**src/rtl/status_pkg.sv**
```systemverilog
// status_pkg: shared definitions for the serial status reporter.
//   - ASCII constants used to build the report line
//   - message length and character-index width
//   - UART byte FSM state encoding
//   - snapshot record and binary-to-BCD / ASCII digit helpers
package status_pkg;

  localparam logic [7:0] CH_S  = 8'h53;
  localparam logic [7:0] CH_F  = 8'h46;
  localparam logic [7:0] CH_A  = 8'h41;
  localparam logic [7:0] CH_P  = 8'h50;
  localparam logic [7:0] CH_SP = 8'h20;
  localparam logic [7:0] CH_CR = 8'h0D;
  localparam logic [7:0] CH_LF = 8'h0A;
  localparam logic [7:0] CH_0  = 8'h30;

  localparam int unsigned MSG_LEN = 21;
  localparam int unsigned IDX_W   = 5;

  // ST_NEXT takes zero cycles: the inter-character decision is made on the
  // STOP exit edge, so the byte FSM never actually rests in it.
  typedef enum logic [2:0] {
    ST_IDLE,
    ST_START,
    ST_DATA,
    ST_STOP,
    ST_NEXT
  } tx_state_e;

  typedef struct packed {
    logic [4:0]  state;
    logic [11:0] freq;
    logic [7:0]  amp;
    logic [7:0]  phase;
  } snap_t;

  // Double-dabble: 12-bit binary to four packed BCD digits.
  function automatic logic [15:0] bin_to_bcd(input logic [11:0] bin);
    logic [27:0] sr;
    sr = {16'b0, bin};
    for (int unsigned i = 0; i < 12; i++) begin
      for (int unsigned d = 0; d < 4; d++) begin
        if (sr[12 + 4*d +: 4] >= 4'd5) begin
          sr[12 + 4*d +: 4] = sr[12 + 4*d +: 4] + 4'd3;
        end
      end
      sr = sr << 1;
    end
    return sr[27:12];
  endfunction

  // ASCII character of decimal digit 'pos' (0 = ones) of value v.
  function automatic logic [7:0] ascii_digit(input logic [11:0] v,
                                             input logic [1:0]  pos);
    logic [15:0] bcd;
    logic [3:0]  d;
    bcd = bin_to_bcd(v);
    case (pos)
      2'd0:    d = bcd[3:0];
      2'd1:    d = bcd[7:4];
      2'd2:    d = bcd[11:8];
      default: d = bcd[15:12];
    endcase
    return CH_0 + {4'b0, d};
  endfunction

endpackage

```
**src/rtl/status_tx_uart.sv**
```systemverilog
// uart_tx_byte: 8N1 serial transmitter for one byte, LSB first.
//   clk    in  system clock
//   rst_n  in  synchronous active-low reset
//   start  in  load data and begin a start bit (accepted in IDLE, or on the
//              final STOP cycle for gapless back-to-back bytes)
//   data   in  byte to send, sampled when start is accepted
//   tx     out serial line, registered, idles high
//   done   out high during the final cycle of the STOP bit
module uart_tx_byte
  import status_pkg::*;
#(
  parameter int unsigned CLKS_PER_BIT = 434
) (
  input  logic       clk,
  input  logic       rst_n,
  input  logic       start,
  input  logic [7:0] data,
  output logic       tx,
  output logic       done
);

  localparam int unsigned CNT_W = (CLKS_PER_BIT > 1) ? $clog2(CLKS_PER_BIT) : 1;
  localparam logic [CNT_W-1:0] CNT_LAST = CNT_W'(CLKS_PER_BIT - 1);

  tx_state_e        state;
  logic [CNT_W-1:0] cnt;
  logic [7:0]       shreg;
  logic [2:0]       bit_idx;
  logic             bit_end;

  assign bit_end = (cnt == CNT_LAST);
  assign done    = (state == ST_STOP) && bit_end;

  always_ff @(posedge clk) begin
    if (!rst_n) begin
      state   <= ST_IDLE;
      tx      <= 1'b1;
      cnt     <= '0;
      shreg   <= '0;
      bit_idx <= '0;
    end else begin
      case (state)
        ST_IDLE: begin
          tx <= 1'b1;
          if (start) begin
            state <= ST_START;
            tx    <= 1'b0;
            cnt   <= '0;
            shreg <= data;
          end
        end

        ST_START: begin
          if (bit_end) begin
            cnt     <= '0;
            state   <= ST_DATA;
            tx      <= shreg[0];
            shreg   <= {1'b0, shreg[7:1]};
            bit_idx <= '0;
          end else begin
            cnt <= cnt + CNT_W'(1);
          end
        end

        ST_DATA: begin
          if (bit_end) begin
            cnt <= '0;
            if (bit_idx == 3'd7) begin
              state <= ST_STOP;
              tx    <= 1'b1;
            end else begin
              tx      <= shreg[0];
              shreg   <= {1'b0, shreg[7:1]};
              bit_idx <= bit_idx + 3'd1;
            end
          end else begin
            cnt <= cnt + CNT_W'(1);
          end
        end

        ST_STOP: begin
          if (bit_end) begin
            cnt <= '0;
            // Exit edge of STOP doubles as the zero-length NEXT decision.
            if (start) begin
              state <= ST_START;
              tx    <= 1'b0;
              shreg <= data;
            end else begin
              state <= ST_IDLE;
              tx    <= 1'b1;
            end
          end else begin
            cnt <= cnt + CNT_W'(1);
          end
        end

        default: begin
          state <= ST_IDLE;
          tx    <= 1'b1;
          cnt   <= '0;
        end
      endcase
    end
  end

endmodule

```
**src/rtl/status_tx.sv**
```systemverilog
// status_tx: on a report request, snapshots the waveform state inputs and
// sends "Sdd Fdddd Addd Pddd\r\n" (21 chars) as 8N1 serial on tx.
//   clk          in  system clock
//   rst_n        in  synchronous active-low reset
//   report       in  report request, sampled every cycle
//   state        in  5-bit waveform state
//   state_freq   in  12-bit frequency value
//   state_amp    in  8-bit amplitude value
//   state_phase  in  8-bit phase value
//   tx           out UART serial out, idles high
//   busy         out high while a frame is in flight
module status_tx
  import status_pkg::*;
#(
  parameter int unsigned CLK_FREQ = 50000000,
  parameter int unsigned BAUD     = 115200
) (
  input  logic        clk,
  input  logic        rst_n,
  input  logic        report,
  input  logic [4:0]  state,
  input  logic [11:0] state_freq,
  input  logic [7:0]  state_amp,
  input  logic [7:0]  state_phase,
  output logic        tx,
  output logic        busy
);

  localparam int unsigned CLKS_PER_BIT = CLK_FREQ / BAUD;
  localparam logic [IDX_W-1:0] LAST_IDX = IDX_W'(MSG_LEN - 1);

  snap_t            snap;
  logic             pending;
  logic [IDX_W-1:0] index;
  logic [IDX_W-1:0] char_idx;
  logic [7:0]       char_data;
  logic             byte_start;
  logic             byte_done;

  // Start a character either from idle (first char, always 'S', so the
  // not-yet-loaded snapshot is irrelevant) or on the last STOP cycle of the
  // previous character for a gapless hand-off.
  always_comb begin
    byte_start = 1'b0;
    char_idx   = '0;
    if (busy) begin
      byte_start = byte_done && (index != LAST_IDX);
      char_idx   = index + IDX_W'(1);
    end else begin
      byte_start = report || pending;
    end
  end

  always_comb begin
    char_data = CH_SP;
    case (char_idx)
      5'd0:    char_data = CH_S;
      5'd1:    char_data = ascii_digit({7'b0, snap.state}, 2'd1);
      5'd2:    char_data = ascii_digit({7'b0, snap.state}, 2'd0);
      5'd3:    char_data = CH_SP;
      5'd4:    char_data = CH_F;
      5'd5:    char_data = ascii_digit(snap.freq, 2'd3);
      5'd6:    char_data = ascii_digit(snap.freq, 2'd2);
      5'd7:    char_data = ascii_digit(snap.freq, 2'd1);
      5'd8:    char_data = ascii_digit(snap.freq, 2'd0);
      5'd9:    char_data = CH_SP;
      5'd10:   char_data = CH_A;
      5'd11:   char_data = ascii_digit({4'b0, snap.amp}, 2'd2);
      5'd12:   char_data = ascii_digit({4'b0, snap.amp}, 2'd1);
      5'd13:   char_data = ascii_digit({4'b0, snap.amp}, 2'd0);
      5'd14:   char_data = CH_SP;
      5'd15:   char_data = CH_P;
      5'd16:   char_data = ascii_digit({4'b0, snap.phase}, 2'd2);
      5'd17:   char_data = ascii_digit({4'b0, snap.phase}, 2'd1);
      5'd18:   char_data = ascii_digit({4'b0, snap.phase}, 2'd0);
      5'd19:   char_data = CH_CR;
      5'd20:   char_data = CH_LF;
      default: char_data = CH_SP;
    endcase
  end

  // A request arriving while busy (including on the completion edge) is held
  // in pending; it then starts a new frame after one idle cycle.
  always_ff @(posedge clk) begin
    if (!rst_n) begin
      busy    <= 1'b0;
      pending <= 1'b0;
      index   <= '0;
      snap    <= '0;
    end else if (!busy) begin
      if (report || pending) begin
        snap    <= '{state: state, freq: state_freq,
                     amp: state_amp, phase: state_phase};
        index   <= '0;
        busy    <= 1'b1;
        pending <= 1'b0;
      end
    end else begin
      if (report) begin
        pending <= 1'b1;
      end
      if (byte_done) begin
        if (index == LAST_IDX) begin
          busy  <= 1'b0;
          index <= '0;
        end else begin
          index <= index + IDX_W'(1);
        end
      end
    end
  end

  uart_tx_byte #(
    .CLKS_PER_BIT(CLKS_PER_BIT)
  ) u_uart (
    .clk   (clk),
    .rst_n (rst_n),
    .start (byte_start),
    .data  (char_data),
    .tx    (tx),
    .done  (byte_done)
  );

endmodule

```
**config.mk**
```make
export PLATFORM = sky130hd
export DESIGN_NAME = status_tx
export DESIGN_NICKNAME = d
export VERILOG_FILES = /design/src/rtl/status_pkg.sv /design/src/rtl/status_tx_uart.sv /design/src/rtl/status_tx.sv
export SDC_FILE = /design/constraint.sdc
export NUM_CORES = 1
export LEC_CHECK = 0
export ABC_CLOCK_PERIOD_IN_PS = 8700
export BUFFER_PORTS_ARGS = -buffer_cell sky130_fd_sc_hd__buf_4
export CORE_UTILIZATION = 60
export DETAILED_ROUTE_END_ITERATION = 16
export GPL_TIMING_DRIVEN = 0
export PLACE_DENSITY = 0.89
export SYNTH_ARGS = -nofsm -noshare
export SYNTH_HDL_FRONTEND = slang
export SYNTH_SLANG_ARGS = --single-unit
```
**constraint.sdc**
```tcl
create_clock -name clk -period 8.7 [get_ports clk]
set_input_delay 1.305 -clock clk [delete_from_list [all_inputs] [get_ports clk]]
set_output_delay 1.305 -clock clk [all_outputs]
set_load 0.02 [all_outputs]
```
==> impl_metrics.env, run 1 <==
export IMPL_cts_root_buf="clkbuf_16"
export IMPL_gp_congestion=0.9371
export IMPL_drv_cap=0
export IMPL_clock_path_buffers=2
export IMPL_die_y_um=113.7
export IMPL_fin_nets=1197
export IMPL_postCtsHoldBufs=0
export IMPL_p_total_w=0.002423
export IMPL_grt_pass1_wl_um=32800
export IMPL_synth_area_sq_um=7491
export IMPL_fp_coreArea_sq_um=12110
export IMPL_crit_required_ns=8.93
export IMPL_n_antenna_cell=0
export IMPL_cp_max_fo=10
export IMPL_clkSinkCount=62
export IMPL_syn_nets=1147
export IMPL_power_density_nw_per_um2=288.4
export IMPL_tightest_slew_ns=0.9025
export IMPL_yosys_area_top_type="dfxtp_1"
export IMPL_fillers=1026
export IMPL_grt_max_degree=11
export IMPL_drive_gt1_frac=0.1236
export IMPL_vdd_drop_max_mv=0.1886
export IMPL_drtIter0Drc=741
export IMPL_port_buffers=37
export IMPL_clk_pin_slew_ns=0.05
export IMPL_fmax_mhz=123.6
export IMPL_crit_type="register to register"
export IMPL_yosys_warnings=0
export IMPL_status="finished clean"
export IMPL_synth_ff_type="dfxtp_1"
export IMPL_slowest_delay_ns=0.41
export IMPL_cp_arrival_ns=8.32
export IMPL_synth_distinct_cells=97
export IMPL_cts_tree="done"
export IMPL_rows=40
export IMPL_syn_area_per_cell_sq_um=7.162
export IMPL_antenna_found_initial=0
export IMPL_netlist_instances=1046
export IMPL_finalCriticalPeriod_ns=8.093
export IMPL_dr_pass1_iters=5
export IMPL_initial_core_util=0.6185
export IMPL_async_flop_share=0
export IMPL_synth_commonest_cells="nand2_1, a21oi_1, nor2_1"
export IMPL_synth_edf_count=0
export IMPL_worst_path_buf_inv=9
export IMPL_yosys_top_cells_area="dfxtp_1, ha_1, a21oi_1, nand2_1, nor2_1"
export IMPL_dieArea_sq_um=12940
export IMPL_clk_latency_ns=0.34
export IMPL_worst_hold_slack_ns=0.4559
export IMPL_hpwl_um=14560
export IMPL_critPathMostFrequentCell="ha_1"
export IMPL_numCtsBuffers=9
export IMPL_hold_path_class="register to register"
export IMPL_critical_path_top_delay_family="compound AO/OA/AOI/OAI gates"
export IMPL_yosysMostFrequentCell="nand2_1"
export IMPL_grt_pass1_vias=7377
export IMPL_drt_total_wl_um=19710
export IMPL_ys_seq_area_frac=0.1657
export IMPL_drv_slew=0
export IMPL_placed_cells=1251
export IMPL_setup_violations=0
export IMPL_grt_total_usage=0.3076
export IMPL_cp_slowest_cell="or4_1"
export IMPL_ant_nets=0
export IMPL_hold_viol=0
export IMPL_synth_top_area_share=0.1657
export IMPL_leakage_nw=3.415
export IMPL_crit_path_end_kind="register"
export IMPL_crit_path_start_kind="register"
export IMPL_syn2layout_area_growth_pct=12.13
export IMPL_grt_ovfl_total=0
export IMPL_finalCritPeriodShare=0.9302
export IMPL_io_pins=38
export IMPL_fin_worst_skew_ns=0.004722
export IMPL_vias_per_cell=6.372
export IMPL_relSlewSlack=0.3955
export IMPL_via_count=8080
export IMPL_wire_per_inst_um=15.54
export IMPL_stdcell_count=1268
export IMPL_die_w_um=113.7
export IMPL_synth_seq_cells=62
export IMPL_drc=0
export IMPL_h_tree_depth=3
==> per-layer routing <==
metal / global-route usage / share of wire / vias up
li1: - / - / 3922
met1: 0.3723 / 0.42 / 3727
met2: 0.5390 / 0.47 / 366
met3: 0.04463 / 0.072 / 65
met4: 0.1386 / 0.037 / 0
met5: 0 / 0 / -
==> placed cells by master (no fill, tap or decap), drive strengths merged, types with 4 or more instances in the layout <==
cell type,n
nand2,143
a21oi,120
nor2,85
ha,65
dfxtp,62
inv,60
o21ai,60
buf,53
clkbuf,46
mux2i,33
nand3,30
nor3,30
xnor2,23
a211oi,20
nand2b,18
o22ai,18
a21boi,17
xor2,13
a31oi,13
o211ai,13
a21o,12
a22oi,10
or3,10
and2,9
nor2b,9
nand4,8
mux2,7
nor4,7
and3,6
a211o,6
o21a,6
or2,6
o22a,5
a221oi,5
a2111oi,5
or4,4
o32ai,4
==> area by class of cell <==
cell class | instances | area (sq um) | share of cell area
Clock buffer | 11 | 252.7 | 0.03009
Sequential cell | 62 | 1244 | 0.1481
Inverter | 61 | 229.0 | 0.02726
Buffer | 49 | 216.5 | 0.02577
Timing Repair Buffer | 39 | 292.8 | 0.03486
Multi-Input combinational cell | 874 | 5884 | 0.7006
Clock inverter | 4 | 70.07 | 0.008342
Tap cell | 168 | 210.2 | 0.02503
==> kinds of logic after synthesis <==
family | synth area share
AOI/OAI and AO/OA | 0.3190
DFF | 0.1657
buffers and inverters | 0.05946
xor gates and xnor gates | 0.04877
muxes | 0.05913
adders and majority gates | 0.1086
and+or+nand+nor | 0.2394
==> power by group <==
part | leakage, nW | total, W | switching, W | internal (W)
clock network | 0.161 | 0.000394 | 0.000130 | 0.000263
registers | 0.508 | 0.000345 | 0.0000278 | 0.000317
logic | 2.75 | 0.00168 | 0.00101 | 0.000671
==> stage by stage <==
stage	utilization	instance area (sq um)	setup slack, ns	TNS, ns
finish	0.6935	8399	0.6069	0
global route	0.6935	8399	-0.008596	-0.008596
CTS	0.6858	8307	0.003837	0
detailed placement	0.6588	7979	-0.09017	-0.09017
global placement	0.6588	7979	0.2057	0
floorplan	-	7491	1.022	0
==> registers in the layout (all words and copies together) (netlist names) <==
name            cells
u_uart.cnt          9
u_uart.state        2
pending             1
index               5
u_uart.bit_idx      3
u_uart.shreg        7
busy                1
u_uart.tx           1
snap               33
==> worst min-delay path, delay by kind of cell (launching register included) <==
kind            cells  cell delay [ns]
compound gates      1             0.05
flops               1             0.31
simple gates        1             0.05
==> worst paths after layout <==
check / to / depth (start not counted) / slack (ns) / start
worst min-delay path: snap[0] / 2 / 0.46 / snap[0]
worst max-delay path: u_uart.shreg[1] / 46 / 0.61 / snap[25]
worst min register to register: snap[0] / 2 / 0.46 / snap[0]
worst max register to register: u_uart.shreg[1] / 46 / 0.61 / snap[25]
==> what timing repair did <==
item / CTS / global route
pin swaps: 0 / 3
setup buffers: 0 / 2
resized for setup: 1 / 20
endpoints found under the setup margin: 2 / 4
Note: power is estimated with default switching activity, not from simulation.
==> inputs of run 2 (changes only) <==
--- a/config.mk
+++ b/config.mk
@@ -7,10 +7,11 @@
 export LEC_CHECK = 0
 export ABC_CLOCK_PERIOD_IN_PS = 8700
 export BUFFER_PORTS_ARGS = -buffer_cell sky130_fd_sc_hd__buf_4
+export CORE_MARGIN = 2
 export CORE_UTILIZATION = 60
 export DETAILED_ROUTE_END_ITERATION = 16
 export GPL_TIMING_DRIVEN = 0
-export PLACE_DENSITY = 0.89
+export PLACE_DENSITY = 0.85
 export SYNTH_ARGS = -nofsm -noshare
 export SYNTH_HDL_FRONTEND = slang
 export SYNTH_SLANG_ARGS = --single-unit
==> impl_metrics.env, run 2 (same netlist as run 1, synthesis figures left out) <==
export IMPL_drive_gt1_frac=0.1241
export IMPL_postCtsHoldBufs=0
export IMPL_tightest_slew_ns=0.7457
export IMPL_port_buffers=37
export IMPL_dr_pass1_iters=6
export IMPL_cts_tree="done"
export IMPL_crit_path_end_kind="register"
export IMPL_syn2layout_area_growth_pct=12.11
export IMPL_status="finished clean"
export IMPL_die_y_um=115.7
export IMPL_relSlewSlack=0.5006
export IMPL_layout_common_cells="nand2_1, a21oi_1, nor2_1"
export IMPL_via_count=7881
export IMPL_die_w_um=115.7
export IMPL_drv_cap=0
export IMPL_worst_hold_slack_ns=0.4681
export IMPL_final_common_cell="nand2_1"
export IMPL_comb_power_share=0.702
export IMPL_drv_slew=0
export IMPL_crit_path_start_kind="register"
export IMPL_vias_per_cell=6.196
export IMPL_cp_max_fo=10
export IMPL_clk_pin_slew_ns=0.06
export IMPL_critical_path_top_delay_family="compound AO/OA/AOI/OAI gates"
export IMPL_grt_pass1_wl_um=31420
export IMPL_h_tree_depth=3
export IMPL_n_antenna_cell=0
export IMPL_finalCriticalPeriod_ns=8.159
export IMPL_numCtsBuffers=9
export IMPL_finish_utilization=0.6934
export IMPL_setup_violations=0
export IMPL_hold_viol=0
export IMPL_largest_reg_flops=33
export IMPL_worst_slack_ns=0.5406
export IMPL_grt_pass1_vias=7005
export IMPL_fin_worst_skew_ns=0.01034
export IMPL_crit_required_ns=8.91
export IMPL_clock_path_buffers=2
export IMPL_vdd_drop_max_mv=0.1461
export IMPL_cp_slowest_cell="or4_1"
export IMPL_cp_arrival_ns=8.37
export IMPL_fmax_mhz=122.6
export IMPL_fp_coreArea_sq_um=12110
export IMPL_io_pins=38
export IMPL_finalCritPeriodShare=0.9379
export IMPL_hpwl_um=14170
export IMPL_leakage_nw=3.401
export IMPL_power_density_nw_per_um2=280.1
export IMPL_initial_core_util=0.6185
export IMPL_regMostFlops="snap"
export IMPL_place_ws_ns=0.01793
export IMPL_wire_per_inst_um=15.04
export IMPL_slowest_delay_ns=0.41
export IMPL_clk_latency_ns=0.34
export IMPL_fin_nets=1200
export IMPL_antenna_found_initial=0
export IMPL_dieArea_sq_um=13390
export IMPL_ant_nets=0
export IMPL_grt_max_degree=12
export IMPL_clkSinkCount=62
export IMPL_rows=40
export IMPL_drtIter0Drc=765
export IMPL_grt_ovfl_total=0
export IMPL_drt_total_wl_um=19140
export IMPL_crit_type="register to register"
export IMPL_p_clk_frac=0.152
export IMPL_internal_power_w=0.001212
export IMPL_drc=0
export IMPL_cts_root_buf="clkbuf_16"
export IMPL_top_regs="snap: 33 flops, u_uart.cnt: 9 flops, u_uart.shreg: 7 flops"
export IMPL_p_switching_w=0.001141
export IMPL_hold_path_class="register to register"
export IMPL_grt_total_usage=0.2850
export IMPL_worst_path_buf_inv=9
export IMPL_seqPwrFrac=0.146
export IMPL_gp_congestion=1.007
export IMPL_critPathMostFrequentCell="ha_1"
export IMPL_swShare=0.4848
run 2: changes by cell type in the layout (fill, tap and decap cells not counted), sizes merged:
cell / before / now
clkbuf: 46 / 45
buf: 53 / 56
bufinv: 2 / 1
clkinvlp: 0 / 3
run 2: path summary, 6_finish.rpt:
path,from,to,slack [ns],depth (start not counted)
worst max register to register,snap[25],u_uart.shreg[1],0.54,46
worst min-delay path,snap[0],snap[0],0.47,2
worst max-delay path,snap[25],u_uart.shreg[1],0.54,46
worst min register to register,snap[0],snap[0],0.47,2
run 2: power by group through the flow:
stage	Combinational [W]	Clock [W]	Sequential, W
4_1_cts	0.00159	0.000358	0.000342
2_1_floorplan	0.00130	0	0.000344
3_5_place_dp	0.00157	0	0.000348
5_1_grt	0.00185	0.000369	0.000348
3_3_place_gp	0.00154	0	0.000347
6_report	0.00165	0.000357	0.000344
run 2: layer usage:
layer,wire length (um),global-route usage,vias up
met1,8679,0.3643,3656
met5,0,0,-
met3,910,0.03138,44
met2,8998,0.4940,253
li1,-,-,3928
met4,546,0.1095,0
run 2: stage by stage:
stage          cells  instance area [sq um]  setup TNS [ns]  power, W
6_report        1272                   8398               0  0.002353
5_1_grt         1272                   8398        -0.05824  0.002566
4_1_cts         1267                   8280               0  0.002286
3_5_place_dp    1251                   7979               0  0.001917
3_3_place_gp    1251                   7979               0  0.001885
2_1_floorplan   1046                   7491               0  0.001644
run 2: timing repair:
item                                    CTS  global route
buffers inserted                          0             5
endpoints found under the hold margin     0             0
cloned                                    0             0
endpoints found under the setup margin    1             4
gates resized for setup                   2            19
pin swaps                                 0             4
run 2: cell type report:
type	instances	area, sq um
Tap cell	168	210.2
Buffer	49	216.5
Sequential cell	62	1244
Fill cell	1029	3714
Clock inverter	6	62.56
Multi-Input combinational cell	874	5892
Timing Repair Buffer	42	315.3
Inverter	61	229.0
Clock buffer	10	229.0
run 2: worst reg2reg max path: cells and delay by family (launching register included):
| kind | cells | cell delay [ns] |
|---|---|---|
| compound gates | 14 | 2.69 |
| xor+xnor | 1 | 0.14 |
| fa+ha+maj | 10 | 1.97 |
| buf+inv | 9 | 0.84 |
| flops | 1 | 0.35 |
| mux | 2 | 0.41 |
| simple gates | 10 | 1.59 |
==> inputs of run 3 (changes only) <==
--- a/config.mk
+++ b/config.mk
@@ -9,8 +9,10 @@
 export BUFFER_PORTS_ARGS = -buffer_cell sky130_fd_sc_hd__buf_4
 export CORE_MARGIN = 2
 export CORE_UTILIZATION = 60
+export CTS_BUF_LIST = sky130_fd_sc_hd__clkbuf_2
 export DETAILED_ROUTE_END_ITERATION = 16
 export GPL_TIMING_DRIVEN = 0
+export HOLD_SLACK_MARGIN = 0.05
 export PLACE_DENSITY = 0.85
 export SYNTH_ARGS = -nofsm -noshare
 export SYNTH_HDL_FRONTEND = slang
==> impl_metrics.env, run 3 (same netlist as run 1, synthesis figures left out) <==
export IMPL_crit_path_end_kind="register"
export IMPL_slowest_delay_ns=0.39
export IMPL_drtIter0Drc=712
export IMPL_fin_worst_skew_ns=0.02216
export IMPL_finalCritPeriodShare=0.9403
export IMPL_dieArea_sq_um=13390
export IMPL_drv_slew=0
export IMPL_numCtsBuffers=9
export IMPL_finish_utilization=0.6774
export IMPL_h_tree_depth=3
export IMPL_clk_latency_ns=0.56
export IMPL_final_cell_area_sq_um=8204
export IMPL_critPathMostFrequentCell="ha_1"
export IMPL_crit_required_ns=9.15
export IMPL_grt_pass1_vias=6880
export IMPL_vias_per_cell=6.140
export IMPL_clk_pin_slew_ns=0.20
export IMPL_via_count=7798
export IMPL_rows=40
export IMPL_p_switching_w=0.001115
export IMPL_n_antenna_cell=0
export IMPL_drv_cap=0
export IMPL_drc=0
export IMPL_tightest_slew_ns=0.7132
export IMPL_grt_total_usage=0.2792
export IMPL_cp_arrival_ns=8.64
export IMPL_leakage_nw=3.321
export IMPL_finalCriticalPeriod_ns=8.181
export IMPL_stdcell_count=1270
export IMPL_fin_tns_setup_ns=0
export IMPL_die_y_um=115.7
export IMPL_swShare=0.5148
export IMPL_internal_power_w=0.001051
export IMPL_port_buffers=37
export IMPL_cp_max_fo=10
export IMPL_io_pins=38
export IMPL_placed_cells=1251
export IMPL_seqPwrFrac=0.158
export IMPL_syn2layout_area_growth_pct=9.521
export IMPL_initial_core_util=0.6185
export IMPL_drive_gt1_frac=0.1234
export IMPL_clkSinkCount=62
export IMPL_vdd_drop_max_mv=0.1490
export IMPL_postCtsHoldBufs=0
export IMPL_r2r_slack_ns=0.52
export IMPL_cts_root_buf="clkbuf_2"
export IMPL_hpwl_um=14170
export IMPL_gp_congestion=1.007
export IMPL_ant_nets=0
export IMPL_relSlewSlack=0.5209
export IMPL_dr_pass1_iters=5
export IMPL_regMostFlops="snap"
export IMPL_comb_power_share=0.756
export IMPL_grt_pass1_wl_um=30860
export IMPL_hold_viol=0
export IMPL_setup_violations=0
export IMPL_power_density_nw_per_um2=264.0
export IMPL_largest_reg_flops=33
export IMPL_final_common_cell="nand2_1"
export IMPL_wire_per_inst_um=14.68
export IMPL_clock_path_buffers=2
export IMPL_grt_ovfl_total=0
export IMPL_crit_path_start_kind="register"
export IMPL_status="finished clean"
export IMPL_drt_total_wl_um=18640
export IMPL_cp_slowest_cell="dfxtp_2"
export IMPL_fmax_mhz=122.2
export IMPL_cts_tree="done"
export IMPL_hold_path_class="register to register"
export IMPL_fin_nets=1198
export IMPL_top_regs="snap: 33 flops, u_uart.cnt: 9 flops, u_uart.shreg: 7 flops"
export IMPL_layout_common_cells="nand2_1, a21oi_1, nor2_1"
export IMPL_die_w_um=115.7
export IMPL_crit_type="register to register"
export IMPL_fp_coreArea_sq_um=12110
export IMPL_p_total_w=0.002166
export IMPL_p_clk_frac=0.086
export IMPL_place_area_sq_um=7979
export IMPL_grt_max_degree=12
export IMPL_antenna_found_initial=0
-- run 3: cell types whose count changed in the layout (fill, tap and decap cells not counted), sizes merged --
cell / previous run / this run
buf: 56 / 54
-- run 3: worst paths after layout --
path / start / end / cells past startpoint
worst max-delay path: snap[25] / u_uart.shreg[1] / 43
worst min-delay path: snap[0] / snap[0] / 2
worst max register to register: snap[25] / u_uart.shreg[1] / 43
worst min register to register: snap[0] / snap[0] / 2
-- run 3: layout make-up --
cell class                      instances  area [sq um]
Multi-Input combinational cell        874          5892
Inverter                               61         229.0
Sequential cell                        62          1244
Fill cell                            1081          3908
Buffer                                 49         216.5
Timing Repair Buffer                   40         300.3
Clock buffer                           10         50.05
Tap cell                              168         210.2
Clock inverter                          6         62.56
-- run 3: what timing repair did --
item | 4_1_cts | 5_1_grt
setup endpoints to repair | 1 | 4
resized for setup | 2 | 19
pin swaps | 0 | 3
hold endpoints to repair | 0 | 0
setup buffers | 0 | 3
-- run 3: per-layer routing --
metal	GRT usage	routed length (um)	vias to the layer above
li1	-	-	3911
met1	0.3637	8543	3607
met2	0.4811	8734	244
met3	0.03504	948	36
met4	0.08968	411	0
met5	0	0	-
-- run 3: power by group through the flow --
stage	Sequential (W)	Clock [W]	Combinational, W
floorplan	0.000344	0	0.00130
global placement	0.000347	0	0.00154
detailed placement	0.000348	0	0.00157
CTS	0.000342	0.000187	0.00158
global route	0.000347	0.000198	0.00183
finish	0.000343	0.000185	0.00164
-- run 3: through the flow --
| step | hold WS (ns) | setup WS (ns) |
|---|---|---|
| final | 0.4788 | 0.5190 |
| after global routing | 0.5114 | -0.05853 |
| after CTS | 0.4797 | 0.06993 |
| after detailed placement | 0.4564 | 0.01793 |
| after global placement | 0.4488 | 0.1653 |
| after floorplan | 0.4361 | 1.022 |
-- run 3: critical path: cells and delay by family, from the launching register on --
family | cells | cell delay (ns)
adder cells (fa/ha/maj) | 9 | 1.70
buffers and inverters | 9 | 0.84
flip-flops | 1 | 0.39
multiplexers | 1 | 0.22
XOR/XNOR | 2 | 0.50
AO/OA/AOI/OAI | 16 | 3.31
AND/OR/NAND/NOR | 6 | 1.09
